File: src/rtl/mips_if_litebpu_pkg.sv
// Shared types and constants for the IF-stage lite branch-prediction unit.
// Address/regfile-index widths, the link register index and the predictor FSM states.
package mips_if_litebpu_pkg;

   localparam int ADDR_W  = 32;
   localparam int RFIDX_W = 5;

   typedef logic [ADDR_W-1:0]  addr_t;
   typedef logic [RFIDX_W-1:0] rfidx_t;

   localparam rfidx_t ZERO_IDX = 5'd0;
   localparam rfidx_t RA_IDX   = 5'd31;

   typedef enum logic [1:0] {
      ST_IDLE = 2'd0,
      ST_WAIT = 2'd1,
      ST_READ = 2'd2
   } bpu_state_e;

   // Backward-taken/forward-not-taken: a target below the fall-through address loops back.
   function automatic logic is_backward(input addr_t target, input addr_t pc_incr);
      return target < pc_incr;
   endfunction

endpackage

File: src/rtl/mips_if_litebpu_if.sv
// IF-stage side of the branch-prediction unit: decode inputs, regfile read port, prediction outputs.
// The master is the fetch pipeline; the slave is the predictor.
interface mips_if_litebpu_if;
   import mips_if_litebpu_pkg::*;

   logic   inst_vld;
   logic   flush;
   addr_t  pc_incr;
   logic   dec_bjp;
   logic   dec_j;
   logic   dec_jal;
   logic   dec_jr;
   logic   dec_jalr;
   logic   dec_bxx;
   rfidx_t dec_rs_idx;
   addr_t  dec_j_imm;
   addr_t  dec_b_imm;
   logic   rs_dep;
   logic [31:0] rs_rd_data;

   logic   rs_rd_en;
   rfidx_t rs_rd_idx;
   logic   prdt_vld;
   logic   prdt_taken;
   addr_t  prdt_pc;
   logic   bpu_wait;

   modport master (
      output inst_vld, flush, pc_incr, dec_bjp, dec_j, dec_jal, dec_jr, dec_jalr, dec_bxx,
             dec_rs_idx, dec_j_imm, dec_b_imm, rs_dep, rs_rd_data,
      input  rs_rd_en, rs_rd_idx, prdt_vld, prdt_taken, prdt_pc, bpu_wait
   );

   modport slave (
      input  inst_vld, flush, pc_incr, dec_bjp, dec_j, dec_jal, dec_jr, dec_jalr, dec_bxx,
             dec_rs_idx, dec_j_imm, dec_b_imm, rs_dep, rs_rd_data,
      output rs_rd_en, rs_rd_idx, prdt_vld, prdt_taken, prdt_pc, bpu_wait
   );

endinterface

File: src/rtl/mips_if_ras.sv
// Circular return-address stack: ptr marks the next free slot, top is ptr-1.
// Pushing when full overwrites the oldest entry; push+pop together replaces the top in place.
module mips_if_ras
   import mips_if_litebpu_pkg::*;
#(
   parameter int DEPTH = 4,
   localparam int PTR_W = $clog2(DEPTH),
   localparam int CNT_W = $clog2(DEPTH + 1)
) (
   input  logic             clk,
   input  logic             rst_n,
   input  logic             push,
   input  logic             pop,
   input  addr_t            push_val,
   output addr_t            top,
   output logic [CNT_W-1:0] count
);

   addr_t            entries [DEPTH];
   logic [PTR_W-1:0] ptr;
   logic [PTR_W-1:0] top_idx;

   assign top_idx = ptr - 1'b1;
   assign top     = entries[top_idx];

   // NOTE: the entries are small and must read as zero after reset, so they sit in the
   // reset branch like any other flop rather than in an unreset RAM-style block.
   always_ff @(posedge clk or negedge rst_n) begin
      if (!rst_n) begin
         ptr   <= '0;
         count <= '0;
         for (int i = 0; i < DEPTH; i++) begin
            entries[i] <= '0;
         end
      end else if (push && pop) begin
         // NOTE: non-blocking assignments keep every flop updating from pre-edge values.
         entries[top_idx] <= push_val;
      end else if (push) begin
         entries[ptr] <= push_val;
         ptr          <= ptr + 1'b1;
         if (count != CNT_W'(DEPTH)) begin
            count <= count + 1'b1;
         end
      end else if (pop) begin
         ptr   <= ptr - 1'b1;
         count <= count - 1'b1;
      end
   end

endmodule

File: src/rtl/mips_if_litebpu.sv
// Lite IF-stage branch predictor: static BTFN for Bxx, J/JAL always taken, JR/JALR via
// RAS for $31, zero for $0, otherwise a hazard-aware regfile read.
module mips_if_litebpu
   import mips_if_litebpu_pkg::*;
#(
   parameter int RAS_DEPTH = 4
) (
   input  logic                    clk,
   input  logic                    rst_n,
   mips_if_litebpu_if.slave        bus
);

   localparam int CNT_W = $clog2(RAS_DEPTH + 1);

   bpu_state_e       state, state_nxt;
   logic             ras_push, ras_pop;
   addr_t            ras_top;
   logic [CNT_W-1:0] ras_cnt;

   logic   prdt_vld, prdt_taken, bpu_wait, rs_rd_en;
   addr_t  prdt_pc;
   rfidx_t rs_rd_idx;

   mips_if_ras #(.DEPTH(RAS_DEPTH)) u_ras (
      .clk      (clk),
      .rst_n    (rst_n),
      .push     (ras_push),
      .pop      (ras_pop),
      .push_val (bus.pc_incr),
      .top      (ras_top),
      .count    (ras_cnt)
   );

   always_ff @(posedge clk or negedge rst_n) begin
      if (!rst_n) state <= ST_IDLE;
      else        state <= state_nxt;
   end

   // NOTE: every output gets a default first so no path through the case infers a latch.
   always_comb begin
      state_nxt  = state;
      prdt_vld   = 1'b0;
      prdt_taken = 1'b0;
      prdt_pc    = '0;
      bpu_wait   = 1'b0;
      rs_rd_en   = 1'b0;
      rs_rd_idx  = '0;
      ras_push   = 1'b0;
      ras_pop    = 1'b0;

      // Outputs are combinational from the decoder, so reset must gate them directly.
      if (!rst_n) begin
         state_nxt = ST_IDLE;
      end else if (bus.flush) begin
         state_nxt = ST_IDLE;
      end else begin
         unique case (state)
            ST_IDLE: begin
               if (bus.inst_vld) begin
                  if (!bus.dec_bjp) begin
                     prdt_vld = 1'b1;
                     prdt_pc  = bus.pc_incr;
                  end else if (bus.dec_j || bus.dec_jal) begin
                     prdt_vld   = 1'b1;
                     prdt_taken = 1'b1;
                     prdt_pc    = bus.dec_j_imm;
                     ras_push   = bus.dec_jal;
                  end else if (bus.dec_bxx) begin
                     prdt_vld   = 1'b1;
                     prdt_taken = is_backward(bus.dec_b_imm, bus.pc_incr);
                     prdt_pc    = prdt_taken ? bus.dec_b_imm : bus.pc_incr;
                  end else if (bus.dec_jr || bus.dec_jalr) begin
                     if (bus.dec_rs_idx == ZERO_IDX) begin
                        prdt_vld   = 1'b1;
                        prdt_taken = 1'b1;
                        ras_push   = bus.dec_jalr;
                     end else if (bus.dec_rs_idx == RA_IDX && ras_cnt != '0) begin
                        prdt_vld   = 1'b1;
                        prdt_taken = 1'b1;
                        prdt_pc    = ras_top;
                        ras_pop    = 1'b1;
                        ras_push   = bus.dec_jalr;
                     end else begin
                        bpu_wait  = 1'b1;
                        state_nxt = bus.rs_dep ? ST_WAIT : ST_READ;
                     end
                  end
               end
            end
            ST_WAIT: begin
               bpu_wait = 1'b1;
               if (!bus.rs_dep) state_nxt = ST_READ;
            end
            ST_READ: begin
               rs_rd_en   = 1'b1;
               rs_rd_idx  = bus.dec_rs_idx;
               prdt_vld   = 1'b1;
               prdt_taken = 1'b1;
               prdt_pc    = bus.rs_rd_data[ADDR_W-1:0];
               ras_push   = bus.dec_jalr;
               state_nxt  = ST_IDLE;
            end
            default: state_nxt = ST_IDLE;
         endcase
      end
   end

   assign bus.prdt_vld   = prdt_vld;
   assign bus.prdt_taken = prdt_taken;
   assign bus.prdt_pc    = prdt_pc;
   assign bus.bpu_wait   = bpu_wait;
   assign bus.rs_rd_en   = rs_rd_en;
   assign bus.rs_rd_idx  = rs_rd_idx;

endmodule

File: src/flat_wrapper.sv
// flat-port wrapper written by rule: the top's interface ports become plain ports
module mips_if_litebpu_flat import mips_if_litebpu_pkg::*;
#(
   parameter int RAS_DEPTH = 4
)
  (clk, rst_n, bus_inst_vld, bus_flush, bus_pc_incr, bus_dec_bjp, bus_dec_j, bus_dec_jal, bus_dec_jr, bus_dec_jalr, bus_dec_bxx, bus_dec_rs_idx, bus_dec_j_imm, bus_dec_b_imm, bus_rs_dep, bus_rs_rd_data, bus_rs_rd_en, bus_rs_rd_idx, bus_prdt_vld, bus_prdt_taken, bus_prdt_pc, bus_bpu_wait);
  mips_if_litebpu_if bus_i ();
  input  logic clk;
  input  logic rst_n;
  input wire logic [$bits(bus_i.inst_vld)-1:0] bus_inst_vld;
  input wire logic [$bits(bus_i.flush)-1:0] bus_flush;
  input wire logic [$bits(bus_i.pc_incr)-1:0] bus_pc_incr;
  input wire logic [$bits(bus_i.dec_bjp)-1:0] bus_dec_bjp;
  input wire logic [$bits(bus_i.dec_j)-1:0] bus_dec_j;
  input wire logic [$bits(bus_i.dec_jal)-1:0] bus_dec_jal;
  input wire logic [$bits(bus_i.dec_jr)-1:0] bus_dec_jr;
  input wire logic [$bits(bus_i.dec_jalr)-1:0] bus_dec_jalr;
  input wire logic [$bits(bus_i.dec_bxx)-1:0] bus_dec_bxx;
  input wire logic [$bits(bus_i.dec_rs_idx)-1:0] bus_dec_rs_idx;
  input wire logic [$bits(bus_i.dec_j_imm)-1:0] bus_dec_j_imm;
  input wire logic [$bits(bus_i.dec_b_imm)-1:0] bus_dec_b_imm;
  input wire logic [$bits(bus_i.rs_dep)-1:0] bus_rs_dep;
  input wire logic [$bits(bus_i.rs_rd_data)-1:0] bus_rs_rd_data;
  output wire logic [$bits(bus_i.rs_rd_en)-1:0] bus_rs_rd_en;
  output wire logic [$bits(bus_i.rs_rd_idx)-1:0] bus_rs_rd_idx;
  output wire logic [$bits(bus_i.prdt_vld)-1:0] bus_prdt_vld;
  output wire logic [$bits(bus_i.prdt_taken)-1:0] bus_prdt_taken;
  output wire logic [$bits(bus_i.prdt_pc)-1:0] bus_prdt_pc;
  output wire logic [$bits(bus_i.bpu_wait)-1:0] bus_bpu_wait;
  assign bus_i.inst_vld = bus_inst_vld;
  assign bus_i.flush = bus_flush;
  assign bus_i.pc_incr = bus_pc_incr;
  assign bus_i.dec_bjp = bus_dec_bjp;
  assign bus_i.dec_j = bus_dec_j;
  assign bus_i.dec_jal = bus_dec_jal;
  assign bus_i.dec_jr = bus_dec_jr;
  assign bus_i.dec_jalr = bus_dec_jalr;
  assign bus_i.dec_bxx = bus_dec_bxx;
  assign bus_i.dec_rs_idx = bus_dec_rs_idx;
  assign bus_i.dec_j_imm = bus_dec_j_imm;
  assign bus_i.dec_b_imm = bus_dec_b_imm;
  assign bus_i.rs_dep = bus_rs_dep;
  assign bus_i.rs_rd_data = bus_rs_rd_data;
  assign bus_rs_rd_en = bus_i.rs_rd_en;
  assign bus_rs_rd_idx = bus_i.rs_rd_idx;
  assign bus_prdt_vld = bus_i.prdt_vld;
  assign bus_prdt_taken = bus_i.prdt_taken;
  assign bus_prdt_pc = bus_i.prdt_pc;
  assign bus_bpu_wait = bus_i.bpu_wait;
  mips_if_litebpu #(.RAS_DEPTH(RAS_DEPTH)) u_core (.clk(clk), .rst_n(rst_n), .bus(bus_i));
endmodule
File: config.mk
export PLATFORM = sky130hd
export DESIGN_NAME = mips_if_litebpu_flat
export DESIGN_NICKNAME = d
export VERILOG_FILES = /design/src/rtl/mips_if_litebpu_pkg.sv /design/src/rtl/mips_if_litebpu_if.sv /design/src/rtl/mips_if_ras.sv /design/src/rtl/mips_if_litebpu.sv /design/src/flat_wrapper.sv
export SDC_FILE = /design/constraint.sdc
export NUM_CORES = 1
export LEC_CHECK = 0
export BUFFER_PORTS_ARGS = -buffer_cell sky130_fd_sc_hd__buf_2
export CAP_MARGIN = 20
export CORE_MARGIN = 2
export CORE_UTILIZATION = 40
export DETAILED_ROUTE_END_ITERATION = 8
export HOLD_SLACK_MARGIN = 0.12
export PLACE_DENSITY = 0.65
export SLEW_MARGIN = 20
export SYNTH_ARGS = -nofsm -noshare
export SYNTH_HDL_FRONTEND = slang
export SYNTH_SLANG_ARGS = --single-unit
File: constraint.sdc
create_clock -name clk -period 4 [get_ports clk]
set_input_delay 1 -clock clk [delete_from_list [all_inputs] [get_ports clk]]
set_output_delay 1 -clock clk [all_outputs]
set_load 0.005 [all_outputs]
### Word level (Yosys, flattened, before mapping)

Index checks and enable logic that the tools add are counted.

* divide/modulo/power cells: 0
* add/subtract/negate cells: 4
* shifts and indexed selects: 0
* bitwise operators: 3
* eq/ne operators: 13
* multiply operators: 0
* $lt $le $gt $ge: 5
* reduce and logical (&&, ||, !) cells: 14
* muxes and demuxes: 91

Operators by type and width (count)
* 32-bit two-way mux: 14
* 128-bit bitwise mux: 2
* 128-bit two-way mux: 2
* 32-bit demux with 2-bit select: 2
* 32-bit binary-select mux with 2-bit select: 1
* 32-bit case mux with 2 select lines: 1
* 1-bit two-way mux: 45
* 32-bit < comparator: 1
* 4-bit != test (second input constant): 7
* 2-bit two-way mux: 13
* 5-bit two-way mux: 3
* 3-bit two-way mux: 3
* 1-bit case mux with 2 select lines: 4
* 8-bit AND reduction: 1
* 3-bit greater-or-equal comparator (second input constant): 2
* 3-bit by 1-bit < comparator with 1-bit output (second input constant): 2
* 2-bit NOT with 3-bit output: 2
* 5-bit equality test (second input constant): 1
* 5-bit logical NOT: 1
* 1-bit logical AND: 4
* 4-bit by 3-bit != test with 1-bit output (second input constant): 1
* 2-bit case mux with 2 select lines: 1
* 2-bit nonzero test: 2
* 3-bit by 1-bit adder with 3-bit output (second input constant): 1
* other kinds (13): 14

* register bits: 135
* ROM bits: 0
* word-level logic and storage cells: 137
* memories: 0
* memory bits (writable): 0
* input bits: 144
* latch bits: 0
* output and inout port bits: 41

### Longest topological paths before layout

Gate-level depths: netlist of run 1.

* depth after elaboration: 15
* gate-level depth with buffers: 13
* depth with buffers taken out: 10

### By module

A second synthesis of run 1 with hierarchy kept.

* cell total of the unflattened synthesis: 756
* area total of the unflattened synthesis: 9097.5 µm²

By module, submodules not included
* mips_if_ras: cells each 350, times used 1, area an instance 6446.2 µm²
* mips_if_litebpu: cells each 406, times used 1, area an instance 2651.3 µm²

### Least setup slack after synthesis of run 1

OpenSTA, ideal clock, no wires.

* kind: input -> output
* from: input bus_pc_incr[2]
* to: output bus_prdt_pc[10]
* slack: 204 ps
* buffers on the path: 1
* data arrival time: 2796 ps
* data required time: 3000 ps
* stages on the path: 10
* cells stage by stage: inv_1 ha_1 a211o_1 a31oi_1 o31ai_1 a211oi_2 o22ai_4 buf_2 a221oi_1 a21oi_1

* word-level cells in the longest chain between the ends: 9

Ends and longest elaborated chain
* start, declared: line flat_wrapper.sv:12 `input wire logic [$bits(bus_i.pc_incr)-1:0] bus_pc_incr;`
* 32-bit < comparator: line mips_if_litebpu_pkg.sv:22 `return target < pc_incr;`
* 32-bit two-way mux: line mips_if_litebpu.sv:71 `prdt_pc = prdt_taken ? bus.dec_b_imm : bus.pc_incr;`
* 32-bit two-way mux: line mips_if_litebpu.sv:68 `end else if (bus.dec_bxx) begin`
* 32-bit two-way mux: line mips_if_litebpu.sv:63 `end else if (bus.dec_j || bus.dec_jal) begin`
* 32-bit two-way mux: line mips_if_litebpu.sv:60 `if (!bus.dec_bjp) begin`
* 32-bit two-way mux: line mips_if_litebpu.sv:59 `if (bus.inst_vld) begin`
* 32-bit case mux with 2 select lines: line mips_if_litebpu.sv:57 `unique case (state)`
* 32-bit two-way mux: line mips_if_litebpu.sv:54 `end else if (bus.flush) begin`
* 32-bit two-way mux: line mips_if_litebpu.sv:52 `if (!rst_n) begin`
* end, declared: line flat_wrapper.sv:28 `output wire logic [$bits(bus_i.prdt_pc)-1:0] bus_prdt_pc;`

Every way passes these cells.

### Worst setup path in the final report of run 1

* from: input bus_pc_incr[2]
* to: output bus_prdt_pc[2]

* word-level cells in the longest chain between the ends: 9

Ends and longest elaborated chain (line)
* 32-bit < comparator: mips_if_litebpu_pkg.sv:22
* 32-bit two-way mux: mips_if_litebpu.sv:71
* 32-bit two-way mux: mips_if_litebpu.sv:68
* 32-bit two-way mux: mips_if_litebpu.sv:63
* 32-bit two-way mux (*): mips_if_litebpu.sv:60
* 32-bit two-way mux (*): mips_if_litebpu.sv:59
* 32-bit case mux with 2 select lines (*): mips_if_litebpu.sv:57
* 32-bit two-way mux (*): mips_if_litebpu.sv:54
* 32-bit two-way mux (*): mips_if_litebpu.sv:52

Mark *: on every way between the ends. The rest lies on a longest branch, timed or not.

==> results of run 1 <==
## Yosys cell counts (all sizes together), types with 4 or more instances
library cell	n
mux4	32
a221oi	32
clkbuf	19
a22oi	26
mux2	8
nand2b	33
a31oi	4
nand3	36
ha	38
buf	41
o21ai	156
inv	38
dfrtp	135
nand2	147
nand4	5
and3	5
nor2	24
a211o	7
a21oi	47
## area by class of cell
cell class / instances / area, um2
fill: 1752 / 8850
multi-input combinational: 639 / 4940
sequential: 135 / 3380
timing repair buffer: 285 / 2050
clock buffer: 21 / 460
tap: 270 / 338
inverter: 38 / 178
clock inverter: 11 / 171
## path summary, 6_finish.rpt
| path | startpoint | endpoint | slack (ns) | depth (start not counted) |
|---|---|---|---|---|
| min in group asynchronous | rst_n | u_core.u_ras.count[1]$_DFFE_PN0P_ | 0.77 | 2 |
| min | u_core.u_ras.entries[41]$_DFFE_PN0P_ | u_core.u_ras.entries[41]$_DFFE_PN0P_ | 0.48 | 2 |
| max | bus_pc_incr[2] | bus_prdt_pc[2] | -0.21 | 14 |
| min reg2reg | u_core.u_ras.entries[41]$_DFFE_PN0P_ | u_core.u_ras.entries[41]$_DFFE_PN0P_ | 0.48 | 2 |
| max in group asynchronous | rst_n | u_core.u_ras.entries[24]$_DFFE_PN0P_ | 2.60 | 2 |
| max reg2reg | u_core.u_ras.count[2]$_DFFE_PN0P_ | u_core.u_ras.entries[81]$_DFFE_PN0P_ | 0.98 | 9 |
## per-layer routing
layer	routed length, um	share of wire, %	vias up
li1	-	-	3706
met1	10900	43	3758
met2	12400	49	246
met3	1340	5.3	47
met4	695	2.7	0
met5	0	0	-
## metrics by stage
stage	TNS, ns	hold slack (ns)	cell area, um2	setup WS [ns]	power, mW
3_3_place_gp	-13.76	0.463	10000	-0.448	3.57
5_1_grt	-7.75	0.501	11500	-0.293	5.72
4_1_cts	-2.64	0.483	11200	-0.148	5.39
2_1_floorplan	0	0.444	8340	0.204	3.08
6_report	-4.99	0.480	11500	-0.214	5.41
3_5_place_dp	-14.85	0.470	10000	-0.500	3.63
## power by group through the flow
stage	combinational [mW]	clock, mW	sequential, mW
after floorplan	1.17	0	1.91
after global placement	1.62	0	1.95
after detailed placement	1.66	0	1.97
after CTS	1.75	1.69	1.95
after global routing	1.97	1.75	2.00
final	1.79	1.67	1.95
## cell families (layout without fill, tap and decap cells)
| logic type | count (synthesis) | count (layout) | synth area share [%] |
|---|---|---|---|
| mux | 40 | 40 | 9.86 |
| buf+inv | 98 | 355 | 6.44 |
| fa+ha+maj | 39 | 39 | 5.94 |
| simple gates | 268 | 268 | 15.7 |
| compound gates | 290 | 290 | 21.3 |
| xor+xnor | 2 | 2 | 0.210 |
| flops | 135 | 135 | 40.5 |
## what timing repair did
action,in CTS,in global routing
gates resized for setup,100,42
gates cloned,2,2
endpoints found under the setup margin,33,33
setup buffers,10,1
endpoints found under the hold margin,0,0
pin swaps,16,32
## registers in the layout, indices dropped and copies added, names as in the netlist
signal                cells
u_core.u_ras.count        3
u_core.u_ras.entries    128
u_core.state              2
u_core.u_ras.ptr          2
## layout by cell type, fill, tap and decap left out, types with 7 or more instances in the layout
master,synthesis,layout
o21ai_1,122,121
o21ai_0,34,34
a21oi_1,47,45
buf_6,13,14
inv_4,0,7
nand2_1,143,140
ha_4,0,15
inv_1,36,23
nor2_1,23,22
ha_1,38,23
buf_4,12,83
mux4_2,32,32
buf_12,0,13
nand3_1,36,35
nand2b_1,33,33
a211o_1,7,7
dfrtp_1,135,134
a22oi_1,26,26
buf_2,15,164
buf_8,0,9
clkbuf_16,0,19
a221oi_2,0,29
## worst min-delay path: cells and delay by family (launching register included)
family | cells | cell delay [ns]
simple gates | 1 | 0.05
compound gates | 1 | 0.06
flops | 1 | 0.34
==> metrics.csv, run 1 <==
metric;value;unit
Final Hold Violating Endpoints;0;
maximum fanout along the worst path;8;
worst skew pair latency;0.42;ns
slowest cell on the critical path;a211o_1;
Iter 0 DRT Violations;488;
Cell Area, Synth;8340;um2
Logic pwr share;33.0;%
# DRC;0;
die width;148;um
Synth Flop Type;dfrtp_1;
max-cap viol count;0;
GPL Wtd Cong;0.813;
met2 Resource Use GR;39.1;%
cell breakdown of the critical path;buf_8 > inv_6 > ha_4 > a211o_1 > a31oi_4 > o31ai_4 > a211oi_2 > buf_4 > o22ai_4 > buf_12 > clkbuf_16 > a221oi_4 > a21oi_1 > buf_2;
Area contributors post-synth;dfrtp_1, mux4_2, o21ai_1;
Max Slew Vio Count;0;
post-synthesis register bit count;135;
Global Route met1 Usage;29.4;%
failing checks;negative setup slack;
die area;22000;um2
post-synthesis net count;1055;
setup repair after global routing missed its margin;true;
CTS Buffer Depth;2;
yosys warns;0;
dpl cells;1353;
Crit Path Class;in -> out;
IO Pins;185;
clock share of power;30.9;%
HPWL Detailed;17.1;mm
initial antenna violation count;0;
Initial Util;40.9;%
worst path arrival time;3.21;ns
actual slew at the worst max-slew pin;0.898;ns
critical path's largest stage delay;0.32;ns
fmax;237;MHz
number of global-route vias before repair;7856;
Synth cell types;63;
largest area contributor in the netlist;dfrtp_1;
startpoint type of the worst setup path;primary input;
VDD IR-drop max;326;uV
site row count;52;
Yosys top cell area share;40.5;%
Hold-fix buffers, CTS;0;
GRT Total Usage;23.1;%
Synth-to-Final Area Change;38.1;%
Total Routed Length;25.3;mm
crit path time final;4.21;ns
sequential share of power;36.1;%
clock-pin slew on the worst setup and hold paths;0.06;ns
Async SR Flop Fraction;100;%
final worst slack;-0.214;ns
# setup viols final;33;
H-tree levels;4;
Critical Path RT;3.00;ns
GRT overflow;0;
Slew HR;40.1;%
root buf cell;clkbuf_16;
first-pass GRT wire length;39.9;mm
met3 usage;4.69;%
IO Port Bufs;184;
Post-Syn Instances;872;
Leak;5.30;nW
drt pass-1 iters;7;
Die Span Y;148;um
GR peak layer;met2;
Tcrit/Tclk final;105;%
routed vias;7757;
CP Capture Type;output port;
largest net degree at the start of global routing;69;
number of synthesized flops with an enable pin;0;
ant diodes;0;
cell family with most CP delay;compound AO/OA/AOI/OAI gates;
clock sink count;135;
Sw Ratio;31.3;%
internal power;3.72;mW
share of layout cells above drive strength 1;39.4;%
result of the run;complete, but fails checks;
vias per cell;5.54;
CTS Buf Count;17;
worst path bufs/invs;6;
CTS tree;yes;
Worst Hold Class;reg -> reg;
core box area;20400;um2
NetSw;1.69;mW
fin cells;1399;
Final Util;56.5;%
P per Cell Area;470;nW/um2
nets;1299;
Layout Skew;0.00853;ns
sequential element share of the synthesized area;40.5;%
Antenna Nets Post-Route;0;
routed len/inst;18.1;um
Avg Inst Size Synth;9.56;um2
(Power assumes the default switching activity.)
==> run 2, diff against run 1 <==
==> constraint.sdc (replaced) <==
create_clock -name clk -period 4 [get_ports clk]
set_input_delay 0.4 -clock clk [delete_from_list [all_inputs] [get_ports clk]]
set_output_delay 0.4 -clock clk [all_outputs]
set_load 0.005 [all_outputs]
==> run 2 against run 1 <==
Net effect:
- the flow now finishes without violations
- global-route usage shrank 1.2 points
- flip-flop and latch count is the same
- via count fell by 6.1%
- combinational power shrank 12%
- final cell count is 5.5% lower
- sequential power barely moved
- die area unchanged
- critical path type unchanged
==> metrics.csv, run 2 (synthesis results as in run 1) <==
metric;value;unit
Layout Skew;0.00952;ns
final worst slack;0.363;ns
first-pass GRT wire length;37.7;mm
initial antenna violation count;1;
drt pass-1 iters;5;
GRT Total Usage;21.9;%
nets;1221;
die width;148;um
M1 wire length;10.5;mm
CTS tree;yes;
H-tree levels;4;
setup repair after global routing missed its margin;false;
crit path time final;3.64;ns
core box area;20400;um2
r2r setup slk;0.82;ns
GPL Wtd Cong;0.810;
actual slew at the worst max-slew pin;0.879;ns
max-cap viol count;0;
fmax;275;MHz
cell family with most CP delay;simple AND/OR/NAND/NOR gates;
routed len/inst;17.9;um
Post-CTS Setup Inserts;0;
VDD IR-drop max;301;uV
Leak;4.70;nW
Reg with most FFs;u_core.u_ras.entries;
result of the run;finished clean;
commonest cells after routing, fill and taps aside;buf_2, nand2_1, dfrtp_1;
critical path's largest stage delay;0.73;ns
routed wl met3;1.21;mm
worst path bufs/invs;3;
max reg flops;128;
commonest non-fill, non-tap cell in the layout;buf_2;
placed cell area;9410;um2
worst hold slack;0.143;ns
IO Port Bufs;184;
Critical Path RT;3.60;ns
die area;22000;um2
pre-CTS setup slack;0.438;ns
setup TNS;0;ns
Worst Hold Class;in -> reg;
Antenna Nets Post-Route;0;
Crit Path Class;in -> out;
Total Routed Length;23.7;mm
worst skew pair latency;0.42;ns
slowest cell on the critical path;nor2_4;
cell breakdown of the critical path;dlygate4sd3_1 > buf_6 > nand4bb_1 > or3_1 > nor2_4 > a22oi_1 > nand3_1 > a221oi_1 > a21oi_1 > buf_2;
share of layout cells above drive strength 1;28.3;%
worst path arrival time;3.24;ns
CP Capture Type;output port;
final instance area;10100;um2
Slew HR;41.4;%
CTS Buffer Depth;2;
Die Span Y;148;um
routed vias;7285;
IO Pins;185;
clock sink count;135;
# setup viols final;0;
startpoint type of the worst setup path;primary input;
Initial Util;40.9;%
vias per cell;5.51;
Top Registers;u_core.u_ras.entries: 128 flops, u_core.u_ras.count: 3 flops;
maximum fanout along the worst path;26;
largest net degree at the start of global routing;68;
GRT overflow;0;
# DRC;0;
Max Slew Vio Count;0;
Tcrit/Tclk final;90.9;%
Iter 0 DRT Violations;363;
P per Cell Area;519;nW/um2
clock-pin slew on the worst setup and hold paths;0.06;ns
routed length on met2;11.7;mm
max layer used;met4;
Final Util;49.4;%
Synth-to-Final Area Change;20.8;%
number of global-route vias before repair;7124;
CTS Buf Count;17;
site row count;52;
HPWL Detailed;16.2;mm
Final Hold Violating Endpoints;0;
root buf cell;clkbuf_16;
==> run 2: cell count changes in the layout (fill, tap and decap cells not counted), sizes merged <==
| cell | previous run | this run |
|---|---|---|
| buf | 283 | 206 |
| bufinv | 4 | 5 |
| clkbuf | 23 | 19 |
| clkinv | 4 | 6 |
| diode | 0 | 1 |
| dlygate4sd3 | 0 | 1 |
| inv | 39 | 38 |
==> run 2: layer usage <==
layer  vias to the layer above  GRT usage, %
met1                      3498          29.1
met2                       217          37.1
met5                         -             0
met4                         0          5.52
li1                       3552             -
met3                        18          4.33
==> run 2: layout make-up <==
type / count / area, um2
Timing Repair Buffer: 207 / 1110
Antenna cell: 1 / 2.50
Inverter: 38 / 150
Tap cell: 270 / 338
Sequential cell: 135 / 3380
Clock buffer: 19 / 443
Multi-Input combinational cell: 639 / 4440
Fill cell: 1954 / 10300
Clock inverter: 13 / 203
==> run 2: stage by stage <==
step	total power, mW	cells
after CTS	5.26	1321
after global placement	3.48	1288
after floorplan	3.08	872
after global routing	5.52	1322
final	5.23	1322
after detailed placement	3.54	1288
==> run 2: power by group <==
part	internal, mW	total, mW	switching, mW
Sequential	1.75	1.96	0.211
Combinational	0.762	1.57	0.803
Clock	1.12	1.71	0.589
Total	3.63	5.23	1.60
==> run 2: path summary, 6_finish.rpt <==
| kind | start | endpoint | cells past startpoint |
|---|---|---|---|
| worst max register to register | u_core.state[0]$_DFFE_PN0P_ | u_core.u_ras.entries[92]$_DFFE_PN0P_ | 12 |
| worst min register to register | u_core.u_ras.entries[57]$_DFFE_PN0P_ | u_core.u_ras.entries[57]$_DFFE_PN0P_ | 2 |
| min in group asynchronous | rst_n | u_core.state[1]$_DFFE_PN0P_ | 2 |
| worst max-delay path | rst_n | bus_prdt_pc[29] | 10 |
| worst min-delay path | bus_rs_dep | u_core.state[1]$_DFFE_PN0P_ | 2 |
| max in group asynchronous | rst_n | u_core.u_ras.ptr[0]$_DFFE_PN0P_ | 4 |
==> run 2: timing repair <==
action | in CTS | in global routing
endpoints found under the hold margin | 2 | 0
gates resized for setup | 0 | 0
hold buffers | 1 | 0
==> run 3, diff against run 2 <==
CORE_ASPECT_RATIO = 1.5   (was not set)
CTS_BUF_LIST = sky130_fd_sc_hd__clkbuf_2   (was not set)
==> run 3 against run 2 <==
Net effect:
- combinational power is essentially flat
- die area grew 0.11%
- total power shrank 18%
- core utilization shrank 0.32 points
- critical path type unchanged
- critical endpoint is now bus_prdt_pc[2]
- largest cell class unchanged
- highest routed layer unchanged
==> metrics.csv, run 3 (synthesis results as in run 1) <==
metric;value;unit
result of the run;finished clean;
r2r setup slk;0.72;ns
maximum fanout along the worst path;7;
max reg flops;128;
CTS Buf Count;17;
Worst Setup SP;bus_pc_incr[17];
worst path bufs/invs;5;
root buf cell;clkbuf_2;
commonest non-fill, non-tap cell in the layout;buf_2;
CP Capture Type;output port;
site row count;64;
GRT overflow;0;
largest net degree at the start of global routing;78;
Iter 0 DRT Violations;416;
Critical Path Stages;13;
routed len/inst;17.8;um
die area;22000;um2
HPWL Detailed;16.9;mm
Max Slew Vio Count;0;
# setup viols final;0;
actual slew at the worst max-slew pin;0.968;ns
GPL Wtd Cong;0.856;
FF-to-FF End;u_core.u_ras.entries[50]$_DFFE_PN0P_;
clock sink count;135;
GRT Total Usage;22.5;%
startpoint type of the worst setup path;primary input;
Top Registers;u_core.u_ras.entries: 128 flops, u_core.u_ras.count: 3 flops;
H-tree levels;4;
CTS tree;yes;
slowest cell on the critical path;dlygate4sd3_1;
drt pass-1 iters;5;
IO Pins;185;
share of layout cells above drive strength 1;27.4;%
Initial Util;40.8;%
IO Port Bufs;184;
setup TNS;0;ns
vias per cell;5.53;
# DRC;0;
crit path time final;3.81;ns
routed vias;7502;
Overall Power;4.31;mW
initial antenna violation count;2;
worst skew pair latency;0.69;ns
Reg with most FFs;u_core.u_ras.entries;
Tcrit/Tclk final;95.3;%
Fillers;1981;
Total Routed Length;24.2;mm
worst path arrival time;3.41;ns
Worst Hold Class;in -> reg;
nets;1262;
Final Hold Violating Endpoints;0;
cell family with most CP delay;compound AO/OA/AOI/OAI gates;
Synth-to-Final Area Change;20.3;%
Crit Path Class;in -> out;
cell breakdown of the critical path;dlygate4sd3_1 > buf_2 > inv_1 > ha_1 > a21oi_1 > o21ai_1 > a221o_1 > a211oi_4 > o22ai_4 > buf_4 > a221oi_1 > a21oi_1 > buf_2;
Worst Reg-to-Reg Cells;12;
Slew HR;35.5;%
Critical Path RT;3.60;ns
fmax;262;MHz
CP endpoint;bus_prdt_pc[2];
first-pass GRT wire length;38.7;mm
commonest cells after routing, fill and taps aside;buf_2, nand2_1, dfrtp_1;
clock-pin slew on the worst setup and hold paths;0.18;ns
final worst slack;0.189;ns
core box area;20400;um2
Die Span Y;181;um
critical path's largest stage delay;0.53;ns
number of global-route vias before repair;7448;
VDD IR-drop max;339;uV
pre-CTS setup slack;0.329;ns
r2r startpoint;u_core.state[0]$_DFFE_PN0P_;
Layout Skew;0.0250;ns
CTS Buffer Depth;2;
Antenna Nets Post-Route;0;
Leak;4.70;nW
P per Cell Area;430;nW/um2
die width;122;um
max-cap viol count;0;
## run 3: worst min-delay path by stage
stage	slack, ns	cells past startpoint	startpoint	end
5_1_grt	0.21	4	bus_dec_jalr	u_core.u_ras.ptr[1]$_DFFE_PN0P_
6_report	0.24	4	bus_dec_jalr	u_core.u_ras.ptr[1]$_DFFE_PN0P_
3_3_place_gp	0.21	1	rst_n	u_core.u_ras.count[0]$_DFFE_PN0P_
2_1_floorplan	0.10	0	rst_n	u_core.state[0]$_DFFE_PN0P_
4_1_cts	0.19	4	bus_dec_jalr	u_core.u_ras.ptr[1]$_DFFE_PN0P_
3_5_place_dp	0.21	1	rst_n	u_core.u_ras.count[0]$_DFFE_PN0P_
## run 3: tightest hold or removal path, delay by kind of cell
| family | cells | cell delay, ns |
|---|---|---|
| buf+inv | 1 | 0.14 |
| compound gates | 2 | 0.22 |
| xor+xnor | 1 | 0.15 |
## run 3: per-layer routing
metal	vias to the layer above	global-route usage [%]	wire length, um
met5	-	0	0
met4	0	7.17	499
met3	25	3.41	1030
met1	3642	27.8	9980
met2	209	40.0	12700
li1	3626	-	-
## run 3: repair_timing
action,CTS,global route
endpoints found under the hold margin,188,0
buffers inserted,3,2
pin swaps,1,1
endpoints found under the setup margin,9,32
hold buffers,37,0
resized for setup,0,2
## run 3: final cells by class
class,count,area (um2),area share (%)
diodes,2,5.00,0.0499
clock buffers,18,90.1,0.898
flip-flops and latches,135,3380,33.7
well taps,264,330,3.29
multi-input cells,639,4440,44.3
clock inverters,12,113,1.12
repair buffers,248,1520,15.1
inverters,38,150,1.50
## run 3: per-stage QoR
| stage | utilization [%] | area [um2] | hold slack (ns) | cells |
|---|---|---|---|---|
| after floorplan | - | 8340 | 0.104 | 872 |
| after global placement | 46.0 | 9400 | 0.212 | 1282 |
| after detailed placement | 46.0 | 9400 | 0.214 | 1282 |
| after CTS | 49.0 | 10000 | 0.190 | 1352 |
| after global routing | 49.1 | 10000 | 0.211 | 1356 |
| final | 49.1 | 10000 | 0.241 | 1356 |
## run 3: power breakdown
group / switching, mW / internal (mW) / total [mW]
Clock: 0.493 / 0.270 / 0.763
Combinational: 0.780 / 0.796 / 1.58
Sequential: 0.239 / 1.74 / 1.97
Total: 1.51 / 2.80 / 4.31
